`src/rtl/polyline_plotter.sv`:
```
// Polyline plotter: pulls NUM_POINTS signed Y samples per frame and hands successive
// segments (or single points) to a line drawer, clamping Y to the visible screen.
module polyline_plotter #(
    parameter int HOR_ACTIVE_PIXELS = 640,
    parameter int VER_ACTIVE_PIXELS = 480,
    parameter int X_STEP            = 8,
    parameter int Y_CENTER          = 240,
    parameter int SAMPLE_WIDTH      = 12,
    localparam int X_WIDTH    = $clog2(HOR_ACTIVE_PIXELS),
    localparam int Y_WIDTH    = $clog2(VER_ACTIVE_PIXELS),
    localparam int NUM_POINTS = (HOR_ACTIVE_PIXELS - 1) / X_STEP + 1,
    localparam int PT_WIDTH   = $clog2(NUM_POINTS + 1)
) (
    input  logic                    clk,
    input  logic                    rst_n,
    input  logic                    start,
    input  logic                    mode_points,
    output logic                    ready,
    output logic                    clipped,
    output logic                    sample_ready,
    input  logic                    sample_valid,
    input  logic [SAMPLE_WIDTH-1:0] sample,
    output logic [X_WIDTH-1:0]      x1,
    output logic [Y_WIDTH-1:0]      y1,
    output logic [X_WIDTH-1:0]      x2,
    output logic [Y_WIDTH-1:0]      y2,
    output logic                    line_drawer_start,
    input  logic                    line_drawer_ready
);

    typedef enum logic [2:0] {IDLE, FETCH, DRAW, WAIT1, WAIT2} state_t;

    localparam int DW = SAMPLE_WIDTH + 2;
    localparam logic signed [DW-1:0]    Y_CENTER_S = DW'(Y_CENTER);
    localparam logic signed [DW-1:0]    Y_MAX_S    = DW'(VER_ACTIVE_PIXELS - 1);
    localparam logic [Y_WIDTH-1:0]      Y_MAX      = Y_WIDTH'(VER_ACTIVE_PIXELS - 1);
    localparam logic [X_WIDTH-1:0]      X_INC      = X_WIDTH'(X_STEP);
    localparam logic [PT_WIDTH-1:0]     K_LAST     = PT_WIDTH'(NUM_POINTS - 1);
    localparam logic [PT_WIDTH-1:0]     K_ONE      = PT_WIDTH'(1);

    state_t               state_q, state_d;
    logic [PT_WIDTH-1:0]  k_q, k_d;
    logic [X_WIDTH-1:0]   xacc_q, xacc_d;
    logic [X_WIDTH-1:0]   x1_q, x1_d, x2_q, x2_d;
    logic [Y_WIDTH-1:0]   y1_q, y1_d, y2_q, y2_d;
    logic                 lds_q, lds_d;
    logic                 clipped_q, clipped_d;
    logic                 mode_q, mode_d;

    // Screen row of the incoming sample; two extra bits keep the subtraction exact.
    logic signed [DW-1:0] diff;
    logic                 clip_lo, clip_hi;
    logic [Y_WIDTH-1:0]   ys;

    always_comb begin
        diff    = Y_CENTER_S - $signed({{2{sample[SAMPLE_WIDTH-1]}}, sample});
        clip_lo = diff < 0;
        clip_hi = diff > Y_MAX_S;
        if (clip_lo)      ys = '0;
        else if (clip_hi) ys = Y_MAX;
        else              ys = diff[Y_WIDTH-1:0];
    end

    always_ff @(posedge clk) begin
        if (!rst_n) begin
            state_q   <= IDLE;
            k_q       <= '0;
            xacc_q    <= '0;
            x1_q      <= '0;
            y1_q      <= '0;
            x2_q      <= '0;
            y2_q      <= '0;
            lds_q     <= 1'b0;
            clipped_q <= 1'b0;
            mode_q    <= 1'b0;
        end else begin
            state_q   <= state_d;
            k_q       <= k_d;
            xacc_q    <= xacc_d;
            x1_q      <= x1_d;
            y1_q      <= y1_d;
            x2_q      <= x2_d;
            y2_q      <= y2_d;
            lds_q     <= lds_d;
            clipped_q <= clipped_d;
            mode_q    <= mode_d;
        end
    end

    always_comb begin
        state_d   = state_q;
        k_d       = k_q;
        xacc_d    = xacc_q;
        x1_d      = x1_q;
        y1_d      = y1_q;
        x2_d      = x2_q;
        y2_d      = y2_q;
        lds_d     = 1'b0;
        clipped_d = clipped_q;
        mode_d    = mode_q;
        case (state_q)
            IDLE: begin
                if (start) begin
                    state_d   = FETCH;
                    k_d       = '0;
                    xacc_d    = '0;
                    clipped_d = 1'b0;
                    mode_d    = mode_points;
                end
            end
            FETCH: begin
                if (sample_valid) begin
                    if (clip_lo || clip_hi) clipped_d = 1'b1;
                    if (mode_q) begin
                        x1_d = xacc_q;
                        y1_d = ys;
                    end else begin
                        x1_d = x2_q;
                        y1_d = y2_q;
                    end
                    x2_d = xacc_q;
                    y2_d = ys;
                    // The first polyline point only primes the segment end.
                    if (!mode_q && k_q == '0) begin
                        k_d    = K_ONE;
                        xacc_d = xacc_q + X_INC;
                    end else begin
                        state_d = DRAW;
                    end
                end
            end
            DRAW: begin
                lds_d   = 1'b1;
                state_d = WAIT1;
            end
            WAIT1: state_d = WAIT2;
            WAIT2: begin
                if (line_drawer_ready) begin
                    if (k_q == K_LAST) begin
                        state_d = IDLE;
                        k_d     = '0;
                    end else begin
                        state_d = FETCH;
                        k_d     = k_q + K_ONE;
                        xacc_d  = xacc_q + X_INC;
                    end
                end
            end
            default: state_d = IDLE;
        endcase
    end

    assign ready             = (state_q == IDLE);
    assign sample_ready      = (state_q == FETCH);
    assign clipped           = clipped_q;
    assign x1                = x1_q;
    assign y1                = y1_q;
    assign x2                = x2_q;
    assign y2                = y2_q;
    assign line_drawer_start = lds_q;

endmodule
```
`config.mk`:
```
export PLATFORM = sky130hd
export DESIGN_NAME = polyline_plotter
export DESIGN_NICKNAME = d
export VERILOG_FILES = /design/src/rtl/polyline_plotter.sv
export SDC_FILE = /design/constraint.sdc
export NUM_CORES = 1
export LEC_CHECK = 0
export CAP_MARGIN = 20
export CORE_ASPECT_RATIO = 1.5
export CORE_UTILIZATION = 46
export CTS_BUF_LIST = sky130_fd_sc_hd__clkbuf_16
export DETAILED_ROUTE_END_ITERATION = 8
export GPL_TIMING_DRIVEN = 1
export PLACE_DENSITY = 0.81
export SKIP_CTS_REPAIR_TIMING = 1
export SLEW_MARGIN = 20
export SYNTH_ARGS = -nofsm -noshare
export SYNTH_HDL_FRONTEND = slang
export SYNTH_SLANG_ARGS = --single-unit
```
`constraint.sdc`:
```
create_clock -name clk -period 1.95 [get_ports clk]
set_clock_uncertainty 0.05 [all_clocks]
set_input_delay 0.195 -clock clk [delete_from_list [all_inputs] [get_ports clk]]
set_output_delay 0.195 -clock clk [all_outputs]
set_load 0.03 [all_outputs]
```
==> impl_results.md, run 1 <==
* Status: completed
* Synth cell types at 59
* Max Fclk at 534 MHz
* WL per Instance at 15.8 µm
* Final Hold Violating Endpoints at 0
* # Max-Cap Violations at 0
* First-pass GRT wire length at 12800 µm
* WS Path Type: input port to flop
* Top routing layer used: met4
* Critical Path Start Type: input port
* Mapped Cells at 340
* Die W at 65.9 µm
* Netlist Area Pre-Place at 0.00282 mm²
* DP Cell Count at 508
* CP Capture Type: flop
* Post-layout util at 0.701
* WL met3 at 297 µm
* RSZ-0062 raised after global routing: false
* Final Max Slew Viols at 0
* IO Count at 60
* Vias post-DR at 3019
* Initial antenna violation count at 0
* DR iter-0 viols at 164
* Largest cells by area after synthesis: dfxtp_1 (37%), nand2_1 (5.9%), a21oi_1 (4.8%)
* Post-synth top cells: dfxtp_1 (52), nand2_1 (44), nor2_1 (29)
* Post-synth EDFFs at 0
* Max_slew headroom at 0.548
* Maximum clock insertion buffer count at 2
* TritonCTS clock tree: built
* Global placer's final weighted congestion at 0.886
* Drt total wl at 8190 µm
* Critical Path RT at 2.13 ns
* Clock-pin slew reported for the worst setup and hold paths after clock tree synthesis at 0.07 ns
* Max FO, Critical Path at 5
* Count leader, synth: dfxtp_1
* Via density per instance at 5.82
* Final Setup Violations at 0
* Syn avg cell area at 8.30 µm²
* Area Overhead vs Synth at 45.9%
* Fin crit share at 0.960
* Layout cell share with drive strength beyond 1 at 0.235
* Pwr/cell area at 831 mW/mm²
* Final ANT Viol Nets at 0
* Total Routing Usage GR at 0.250
* Worst vdd ir at 0.000424 V
* Ys async rst share at 0
* Post-layout min period at 1.87 ns
* Core Area at 0.00587 mm²
* Finished Layout Cells at 519
* Ys flop type: dfxtp_1
* Vias in the first global route at 2913
* I/O Buffers at 53
* Crit path DAT at 2.05 ns
* Hold Path Class: input port to flop
* Seq cells post-synth at 52
* DRT Pass-1 Iters at 4
* Worst-Skew Late Latency at 0.29 ns
* Nets at 469
* Yosys top cell area share at 0.369
* Met1 WL at 3010 µm
* H-Tree Depth at 2
* Num CTS Buffers at 5
* Die area at 0.00646 mm²
* TritonCTS Sinks at 52
* DR WL met2 at 4680 µm
* Initial Util at 0.481
* Synthesis Warnings at 0
* Post-synth top area cell: dfxtp_1
* Overflow after GRT at 0
* Post-synthesis sequential area ratio at 0.369
* Antenna cells at 0
* Largest net degree at the start of global routing at 24
* Die Ht at 97.9 µm
* Final HPWL DP at 5950 µm
* Drc violations at 0
* CTS root buffer: clkbuf_16
* LEAKAGE at 1.62 nW
* FP Rows at 34
* Tightest Pin Transition at 0.675 ns
==> cells by family (layout without fill, tap and decap cells) <==
group / count (synthesis) / count (layout) / share of synthesized area
compound gates: 109 / 109 / 0.261
xor+xnor: 9 / 9 / 0.0279
fa+ha+maj: 5 / 5 / 0.0222
buf+inv: 34 / 136 / 0.0612
flops: 52 / 52 / 0.369
mux: 10 / 10 / 0.0355
other cells: 1 / 6 / 0.00133
simple gates: 120 / 120 / 0.222
==> metrics by stage <==
step / setup WS (ns) / power, W / setup TNS [ns] / hold slack, ns / area [µm²]
3_5_place_dp: -0.513 / 0.00250 / -9.17 / 0.404 / 3870
6_report: 0.0784 / 0.00342 / 0 / 0.327 / 4120
2_1_floorplan: 0.0152 / 0.00197 / 0 / 0.289 / 2880
3_3_place_gp: -0.435 / 0.00247 / -7.43 / 0.396 / 3870
5_1_grt: 0.0172 / 0.00358 / 0 / 0.333 / 4120
4_1_cts: -0.217 / 0.00341 / -3.59 / 0.412 / 4020
==> layout make-up <==
class                           count  area [µm²]
Clock buffer                        5         125
Clock inverter                      3        26.3
Fill cell                         470        1750
Inverter                           10        37.5
Multi-Input combinational cell    259        1720
Sequential cell                    52        1040
Tap cell                           72        90.1
Timing Repair Buffer              118        1070
==> flip-flops by register name, summed over array words and instances (netlist names) <==
name               count
y1                     9
y2                     9
k_q                    7
x1                     7
x2                     7
xacc_q                 7
state_q                3
clipped                1
line_drawer_start      1
mode_q                 1
==> worst max-delay path: stages <==
cell            delay (ns)
dlymetal6s2s_1        0.18
or4_4                 0.56
or4_4                 0.50
nand3_2               0.10
a22oi_2               0.06
buf_4                 0.17
clkbuf_16             0.16
o21ai_2               0.12
==> power by group <==
group          switching [W]  total (W)  internal [W]  leakage (nW)
registers           0.000103    0.00126       0.00116         0.423
clock network       0.000416   0.000904      0.000488        0.0748
logic               0.000711    0.00125      0.000543          1.12
total                0.00123    0.00342       0.00219          1.62
==> layout by cell type, fill, tap and decap left out, types with 3 or more instances in the layout <==
cell type and n:
buf_4 62, xnor2_1 4, o21ai_2 8, dfxtp_1 49, mux2i_1 10, o211ai_1 3, clkdlybuf4s50_1 47, dlymetal6s2s_1 5
dfxtp_2 3, a21oi_1 27, o31ai_1 4, nand2_1 44, conb_1 6, clkbuf_16 6, or4_1 5, ha_1 4
o21ai_0 19, o41ai_1 4, a32oi_1 5, xor2_1 5, nor2_1 27, nand2b_1 3, nand3_1 6, a22oi_1 6
a211oi_1 9, inv_1 7, o2111ai_1 3, o21ai_1 5, nand4_1 5
==> routing by layer <==
layer	up-vias	track usage
li1	1462	-
met1	1448	0.244
met2	90	0.502
met3	19	0.0304
met4	0	0.0966
met5	-	0
==> path summary, 6_finish.rpt <==
path / start / to / slack [ns] / cells after the start
hold / removal: sample[0] / y2[0] / 0.33 / 4
hold reg to reg: y1[7] / y1[7] / 0.41 / 2
setup / recovery: sample[2] / y2[3] / 0.08 / 8
setup reg to reg: k_q[6] / xacc_q[7] / 0.13 / 5
Note: power is estimated with default switching activity, not from simulation.
==> inputs of run 2 (changes only) <==
--- a/config.mk
+++ b/config.mk
@@ -7,11 +7,11 @@
 export LEC_CHECK = 0
 export CAP_MARGIN = 20
 export CORE_ASPECT_RATIO = 1.5
-export CORE_UTILIZATION = 46
+export CORE_UTILIZATION = 30
 export CTS_BUF_LIST = sky130_fd_sc_hd__clkbuf_16
 export DETAILED_ROUTE_END_ITERATION = 8
 export GPL_TIMING_DRIVEN = 1
-export PLACE_DENSITY = 0.81
+export PLACE_DENSITY = 0.59
 export SKIP_CTS_REPAIR_TIMING = 1
 export SLEW_MARGIN = 20
 export SYNTH_ARGS = -nofsm -noshare
==> run 2 against run 1 <==
Against the previous run:
- routed wire length is 2.4% lower
- sequential power hardly changed
- clock-buffer cell count stayed put
- register-to-register slack hardly changed
- via count is 3.6% lower
- sequential share of layout area is 0.52 points lower
- power is 0.79% higher
- sequential cell count stayed put
- clock power is 3.2% lower
- hold slack better by 0.058 ns
- first-iteration DRC count is 15% higher
- critical endpoint is now k_q[6]
==> impl_results.md, run 2 (synthesized netlist as in run 1, its figures left out) <==
* Hold Path Class: input port to flop
* Commonest non-fill, non-tap cells in the layout: buf_4 (68), dfxtp_1 (49), clkdlybuf4s50_1 (47), nand2_1 (44), nor2_1 (29)
* WL per Instance at 14.1 µm
* Final ANT Viol Nets at 0
* Min Hold Slack at 0.385 ns
* I/O Buffers at 53
* Global placer's final weighted congestion at 0.965
* Crit path DAT at 2.01 ns
* Vias post-DR at 2910
* FP Rows at 43
* Final WS setup at 0.119 ns
* First-pass GRT wire length at 13200 µm
* Initial Util at 0.307
* Via density per instance at 5.15
* H-Tree Depth at 2
* Worst vdd ir at 0.000384 V
* Worst reg2reg path depth at 5
* Initial antenna violation count at 0
* LEAKAGE at 1.63 nW
* CP max stage cell: or4_1
* TritonCTS clock tree: built
* CTS root buffer: clkbuf_16
* DRT Pass-1 Iters at 4
* Drt total wl at 7990 µm
* Final Max Slew Viols at 0
* Clock-pin slew reported for the worst setup and hold paths after clock tree synthesis at 0.07 ns
* Fill cells at 917
* Antenna cells at 0
* Total Routing Usage GR at 0.175
* Vias in the first global route at 2847
* Final HPWL DP at 6200 µm
* Critical Path RT at 2.12 ns
* Die Ht at 121 µm
* Tightest Pin Transition at 0.636 ns
* Drc violations at 0
* DP Cell Count at 557
* DR iter-0 viols at 188
* Num CTS Buffers at 5
* Overflow after GRT at 0
* Placement Cell Area at 0.00400 mm²
* CP max stage delay at 0.52 ns
* Largest net degree at the start of global routing at 24
* Core Area at 0.00920 mm²
* Max_slew headroom at 0.574
* Max FO, Critical Path at 8
* WS Path Type: flop to flop
* # Max-Cap Violations at 0
* Worst-Skew Late Latency at 0.29 ns
* IO Count at 60
* RSZ-0062 raised after global routing: false
* Area Overhead vs Synth at 49.0%
* Max Fclk at 546 MHz
* Nets at 475
* Final Setup Violations at 0
* Pre-CTS WS at -0.446 ns
* Post-layout min period at 1.83 ns
* Die area at 0.00980 mm²
* Final Hold Violating Endpoints at 0
* Finished Layout Cells at 565
* Hold Path Stages at 4
* Status: completed
* Critical Path Start Type: flop
* CP Capture Type: flop
* Commonest non-fill, non-tap cell in the layout: buf_4
* Die W at 81.2 µm
* Pwr/cell area at 821 mW/mm²
* TritonCTS Sinks at 52
* Worst-path cell chain: nor4_4 -> a41o_1 -> o21ai_4 -> or4_1 -> a21oi_1
* Layout cell share with drive strength beyond 1 at 0.234
* Maximum clock insertion buffer count at 2
* Post-route design area at 0.00420 mm²
* Fin crit share at 0.939
* Post-layout util at 0.457
## run 2: worst paths after layout
check,start,endpoint,slack (ns)
max reg2reg,k_q[6],k_q[6],0.12
min,sample[0],y2[0],0.39
min reg2reg,y1[7],y1[7],0.42
max,k_q[6],k_q[6],0.12
## run 2: cell type report
cell class                 count  area [µm²]  area share
timing repair buffer         124        1120       0.266
clock buffer                   5         125      0.0298
inverter                      10        37.5     0.00893
sequential                    52        1040       0.249
multi-input combinational    259        1720       0.409
tap                          112         140      0.0333
clock inverter                 3        18.8     0.00447
## run 2: power by group
group | total (W) | internal, W | switching, W
Clock | 0.000875 | 0.000472 | 0.000403
Combinational | 0.00132 | 0.000603 | 0.000716
Sequential | 0.00126 | 0.00116 | 0.0000944
## run 2: critical path: cells and delay by family (launching register included)
kind / cells / cell delay, ns
AOI/OAI and AO/OA: 3 / 0.55
DFF: 1 / 0.34
and+or+nand+nor: 2 / 0.84
## run 2: metrics by stage
| step | setup TNS (ns) | total power [W] |
|---|---|---|
| floorplan | 0 | 0.00197 |
| global placement | -7.58 | 0.00257 |
| detailed placement | -8.10 | 0.00259 |
| CTS | -2.08 | 0.00347 |
| global route | 0 | 0.00364 |
| finish | 0 | 0.00345 |
## run 2: metal layers
metal  track usage  vias up  routed length [µm]
li1              -     1471                   -
met1         0.191     1367                3140
met2         0.319       56                4450
met3        0.0249       16                 231
met4        0.0815        0                 165
met5             0        -                   0
==> inputs of run 3 (changes only) <==
--- a/config.mk
+++ b/config.mk
@@ -11,7 +11,7 @@
 export CTS_BUF_LIST = sky130_fd_sc_hd__clkbuf_16
 export DETAILED_ROUTE_END_ITERATION = 8
 export GPL_TIMING_DRIVEN = 1
-export PLACE_DENSITY = 0.59
+export PLACE_DENSITY = 0.57
 export SKIP_CTS_REPAIR_TIMING = 1
 export SLEW_MARGIN = 20
 export SYNTH_ARGS = -nofsm -noshare
==> constraint.sdc (replaced) <==
create_clock -name clk -period 2.1 [get_ports clk]
set_clock_uncertainty 0.05 [all_clocks]
set_input_delay 0.21 -clock clk [delete_from_list [all_inputs] [get_ports clk]]
set_output_delay 0.21 -clock clk [all_outputs]
set_load 0.03 [all_outputs]
==> run 3 against run 2 <==
Against the previous run:
- sequential cell count unchanged
- via count about the same
- hold slack got worse by 0.10 ns
- critical path type is now input port to flop
==> impl_results.md, run 3 (synthesized netlist as in run 1, its figures left out) <==
* Clock-pin slew reported for the worst setup and hold paths after clock tree synthesis at 0.07 ns
* # Max-Cap Violations at 0
* Final Setup Violations at 0
* Critical Path Start Type: input port
* Core Area at 0.00920 mm²
* Antenna cells at 0
* Area occupied by multi-input gates at 0.00169 mm²
* Switching share of power at 0.356
* Pwr/cell area at 769 mW/mm²
* WL per Instance at 14.6 µm
* Internal power at 0.00202 W
* Worst-path cell chain: clkdlybuf4s50_1 -> or3_1 -> or3_1 -> a22oi_2 -> clkbuf_16 -> o21ai_1
* Commonest non-fill, non-tap cell in the layout: buf_4
* CTS root buffer: clkbuf_16
* Min Hold Slack at 0.280 ns
* LEAKAGE at 1.59 nW
* Pre-CTS WS at -0.355 ns
* WS Path Type: input port to flop
* Final ANT Viol Nets at 0
* Overflow after GRT at 0
* CP Capture Type: flop
* First-pass GRT wire length at 13000 µm
* Status: completed
* Drt total wl at 8100 µm
* Post-layout util at 0.444
* Hold Path Class: input port to flop
* Drc violations at 0
* Nets at 465
* Die Ht at 121 µm
* Tightest Pin Transition at 0.675 ns
* Commonest non-fill, non-tap cells in the layout: buf_4 (59), dfxtp_1 (52), clkdlybuf4s50_1 (47), nand2_1 (44), nor2_1 (29)
* Num CTS Buffers at 5
* Final Hold Violating Endpoints at 0
* Max FO, Critical Path at 5
* Area Overhead vs Synth at 44.8%
* Die W at 81.2 µm
* Total Routing Usage GR at 0.171
* Die area at 0.00980 mm²
* Max Fclk at 502 MHz
* Initial Util at 0.307
* Flop pwr share at 0.368
* Post-layout min period at 1.99 ns
* Crit path top cell by count: or3_1
* Final Max Slew Viols at 0
* Crit path DAT at 2.13 ns
* Flip-flop and latch area at 0.00104 mm²
* FP Rows at 43
* Fill cells at 918
* IO Count at 60
* I/O Buffers at 53
* DRT Pass-1 Iters at 4
* Worst-Skew Late Latency at 0.29 ns
* Final WS setup at 0.106 ns
* NetSw at 0.00112 W
* Setup TNS at 0 ns
* Vias in the first global route at 2743
* TritonCTS clock tree: built
* Layout cell share with drive strength beyond 1 at 0.205
* Clock share of power at 0.263
* Comb pwr share at 0.369
* Via density per instance at 5.25
* Fin crit share at 0.949
* CP max stage cell: or3_1
* Final HPWL DP at 6090 µm
* Initial antenna violation count at 0
* Worst vdd ir at 0.000346 V
* Vias post-DR at 2911
* DR iter-0 viols at 169
* Largest net degree at the start of global routing at 27
* Critical Path RT at 2.24 ns
* H-Tree Depth at 2
* TritonCTS Sinks at 52
* Maximum clock insertion buffer count at 2
* Global placer's final weighted congestion at 0.935
* RSZ-0062 raised after global routing: false
* Max_slew headroom at 0.548
* CP max stage delay at 0.42 ns
-- run 3: cell count changes in the layout (fill, tap and decap cells not counted), sizes merged --
| cell | change |
|---|---|
| buf | -11 |
| clkinvlp | -1 |
| inv | +1 |
| clkbuf | +1 |
-- run 3: layer usage --
metal  vias to the layer above  wire (µm)  GRT usage  share of wire
met5                         -          0          0              0
met4                         0        136     0.0614          0.017
met3                        11        241     0.0249          0.030
met2                        62       4510      0.325           0.56
met1                      1387       3210      0.186           0.40
li1                       1451          -          -              -
-- run 3: through the flow --
step	cells	power (W)	cell area (µm²)
floorplan	345	0.00180	2840
global placement	545	0.00231	3850
detailed placement	545	0.00233	3850
CTS	553	0.00315	3990
global route	555	0.00330	4090
finish	555	0.00314	4090
-- run 3: final cells by class --
class,instances,area share
Timing Repair Buffer,114,0.253
Multi-Input combinational cell,259,0.413
Tap cell,112,0.0343
Inverter,10,0.00919
Sequential cell,52,0.255
Clock buffer,5,0.0306
Clock inverter,3,0.00521
-- run 3: final timing paths --
path,startpoint,to,slack (ns),cells after the start
setup / recovery,sample[10],y1[1],0.11,6
setup reg to reg,k_q[6],xacc_q[7],0.17,5
hold reg to reg,y1[7],y1[7],0.41,2
hold / removal,sample[0],y2[0],0.28,4
-- run 3: critical path: cells and delay by family --
kind | cells | cell delay, ns
buffers and inverters | 2 | 0.64
AOI/OAI and AO/OA | 2 | 0.47
and+or+nand+nor | 2 | 0.79
-- run 3: power by group through the flow --
stage	Clock [W]	Combinational, W	Sequential [W]
2_1_floorplan	0	0.000519	0.00128
3_3_place_gp	0	0.00114	0.00118
3_5_place_dp	0	0.00115	0.00118
4_1_cts	0.000842	0.00115	0.00116
5_1_grt	0.000875	0.00126	0.00117
6_report	0.000826	0.00116	0.00116
==> patch (config.mk and constraints of run 1) <==
Register the input `mode_points` before use, without a reset. The logic sees it one clock later. The other inputs are not delayed to match.
--- a/src/rtl/polyline_plotter.sv
+++ b/src/rtl/polyline_plotter.sv
@@ -37,6 +37,12 @@
     localparam logic [X_WIDTH-1:0]      X_INC      = X_WIDTH'(X_STEP);
     localparam logic [PT_WIDTH-1:0]     K_LAST     = PT_WIDTH'(NUM_POINTS - 1);
     localparam logic [PT_WIDTH-1:0]     K_ONE      = PT_WIDTH'(1);
+
+    logic mode_points_q;
+
+    always_ff @(posedge clk) begin
+        mode_points_q <= mode_points;
+    end
 
     state_t               state_q, state_d;
     logic [PT_WIDTH-1:0]  k_q, k_d;
@@ -105,7 +111,7 @@
                     k_d       = '0;
                     xacc_d    = '0;
                     clipped_d = 1'b0;
-                    mode_d    = mode_points;
+                    mode_d    = mode_points_q;
                 end
             end
             FETCH: begin
Function: changed (a bounded check fails within 4 cycles, from zero or initial values and one cycle with rst_n low).
==> patch against run 1 <==
  * The flow now finishes with violations (negative setup slack)
  * Worst setup slack worse by 0.15 ns
  * Register-to-register slack worse by 0.06 ns
  * Die area down 4.0%
  * Critical path depth down 1
  * Area after synthesis down 4.1%
  * Sequential cell count up 1
  * Wire length down 6.9%
  * Design area down 5.1%
  * Critical endpoint is now y2[4]
  * Highest routed layer unchanged
Power is not compared: it rests on default switching activity, and its combinational part moved more than twofold at a synthesized area within 25%.
==> patch: results (changes against run 1) <==
timing.hold.ws_ns: 0.300  # was 0.327 ns
num_vias: 2748  # was 3019
dr.max_layer_used: "met4"  # unchanged
synth_edf_count: 0  # unchanged
slowest_delay_ns: 0.55
via_per_inst: 5.53  # was 5.82
ys_types: 47  # was 59
cp_slowest_cell: "or4_4"  # unchanged
grt_util_met2_pct: 47.2  # was 50.2%
peakVddDrop_v: 0.000344
synth.area.top_cells: "dfxtp_1 39%, nor2_1 5.7%, nand2_1 5.1%"  # was dfxtp_1 37%, nand2_1 5.9%, a21oi_1 4.8%
drtIter0Drc: 150  # was 164
p_leak_nw: 1.57
synth_common_cells: "53 x dfxtp_1, 41 x nor2_1, 37 x nand2_1, 25 x a21oi_1"  # was 52 x dfxtp_1, 44 x nand2_1, 29 x nor2_1, 27 x a21oi_1, 19 x o21ai_0
reg2reg_slack_ns: 0.07  # was 0.13 ns
wl_met3_um: 323  # was 297 µm
post-place-ws_ns: -0.669  # was -0.513 ns
cts_buffers: 5  # unchanged
finalWirelength_mm: 7.62  # was 8.19 mm
p_int_w: 0.00187
grt_usage_pct: 24.9  # was 25.0%
fin_tns_setup_ns: -0.423  # was 0 ns
clk_path_buf_depth: 2  # unchanged
violations: "negative setup slack"
dp.cells: 485  # was 508
grt_max_degree: 22  # was 24
setup_viol: 10  # was 0
max_freq_mhz: 494  # was 534 MHz
slew_headroom_pct: 59.0  # was 54.8%
synth_area_per_cell_um2: 8.25  # was 8.30 µm²
worstPathArrival_ns: 2.15  # was 2.05 ns
grt_pass1_wl_mm: 11.8  # was 12.8 mm
async_reset_ff_share_pct: 0  # unchanged
place_hpwl_mm: 5.49  # was 5.95 mm
status: "finished, violations left"  # was completed
grt_use_met3_pct: 3.55  # was 3.04%
fin_ws_ns: -0.0733  # was 0.0784 ns
drive_gt1_share_pct: 22.5  # was 23.5%
gp_congestion: 0.850  # was 0.886
placed_cell_area_mm2: 0.00366  # was 0.00387 mm²
powerSeq_w: 0.00116
met2WireLength_mm: 4.09  # was 4.68 mm
nets: 449  # was 469
grt_pass1_vias: 2627  # was 2913
antenna_found_initial: 0  # unchanged
path_delay_family: "simple AND/OR/NAND/NOR gates"  # unchanged
yosysSeqAreaShare_pct: 39.2  # was 36.9%
n_antenna_cell: 0  # unchanged
cts_max_level: 2  # unchanged
use_met1_pct: 25.9  # was 24.4%
wl_met1_mm: 2.92  # was 3.01 mm
dr.pass1.iters: 4  # unchanged
-- patch: cell count changes after synthesis, sizes merged, moves of 6 or more --
cell	run 1	this run
a22oi	8	0
nand2	44	37
nand3b	1	7
nor2	29	41
o21ai	32	13
-- patch: kinds of logic after synthesis --
logic type / after synthesis / synth area share (%)
AND/OR/NAND/NOR: 141 / 26.5
AO/OA/AOI/OAI: 72 / 18.0
flip-flops: 53 / 39.2
buffers and inverters: 32 / 5.60
XOR/XNOR: 14 / 4.53
multiplexers: 10 / 3.75
adder cells (fa/ha/maj): 5 / 2.31
other: 1 / 0.139
-- patch: area by class of cell --
type / count / area [µm²]
clock buffer: 5 / 125
clock inverter: 3 / 17.5
fill: 451 / 1670
inverter: 9 / 33.8
multi-input combinational: 248 / 1620
sequential: 53 / 1060
tap: 70 / 87.6
timing repair buffer: 109 / 956
-- patch: worst paths after layout --
kind,depth (start not counted),endpoint,start
min reg2reg,2,y2[8],y2[8]
max,7,y2[4],sample[3]
min,3,y1[0],sample[0]
max reg2reg,7,k_q[3],mode_q
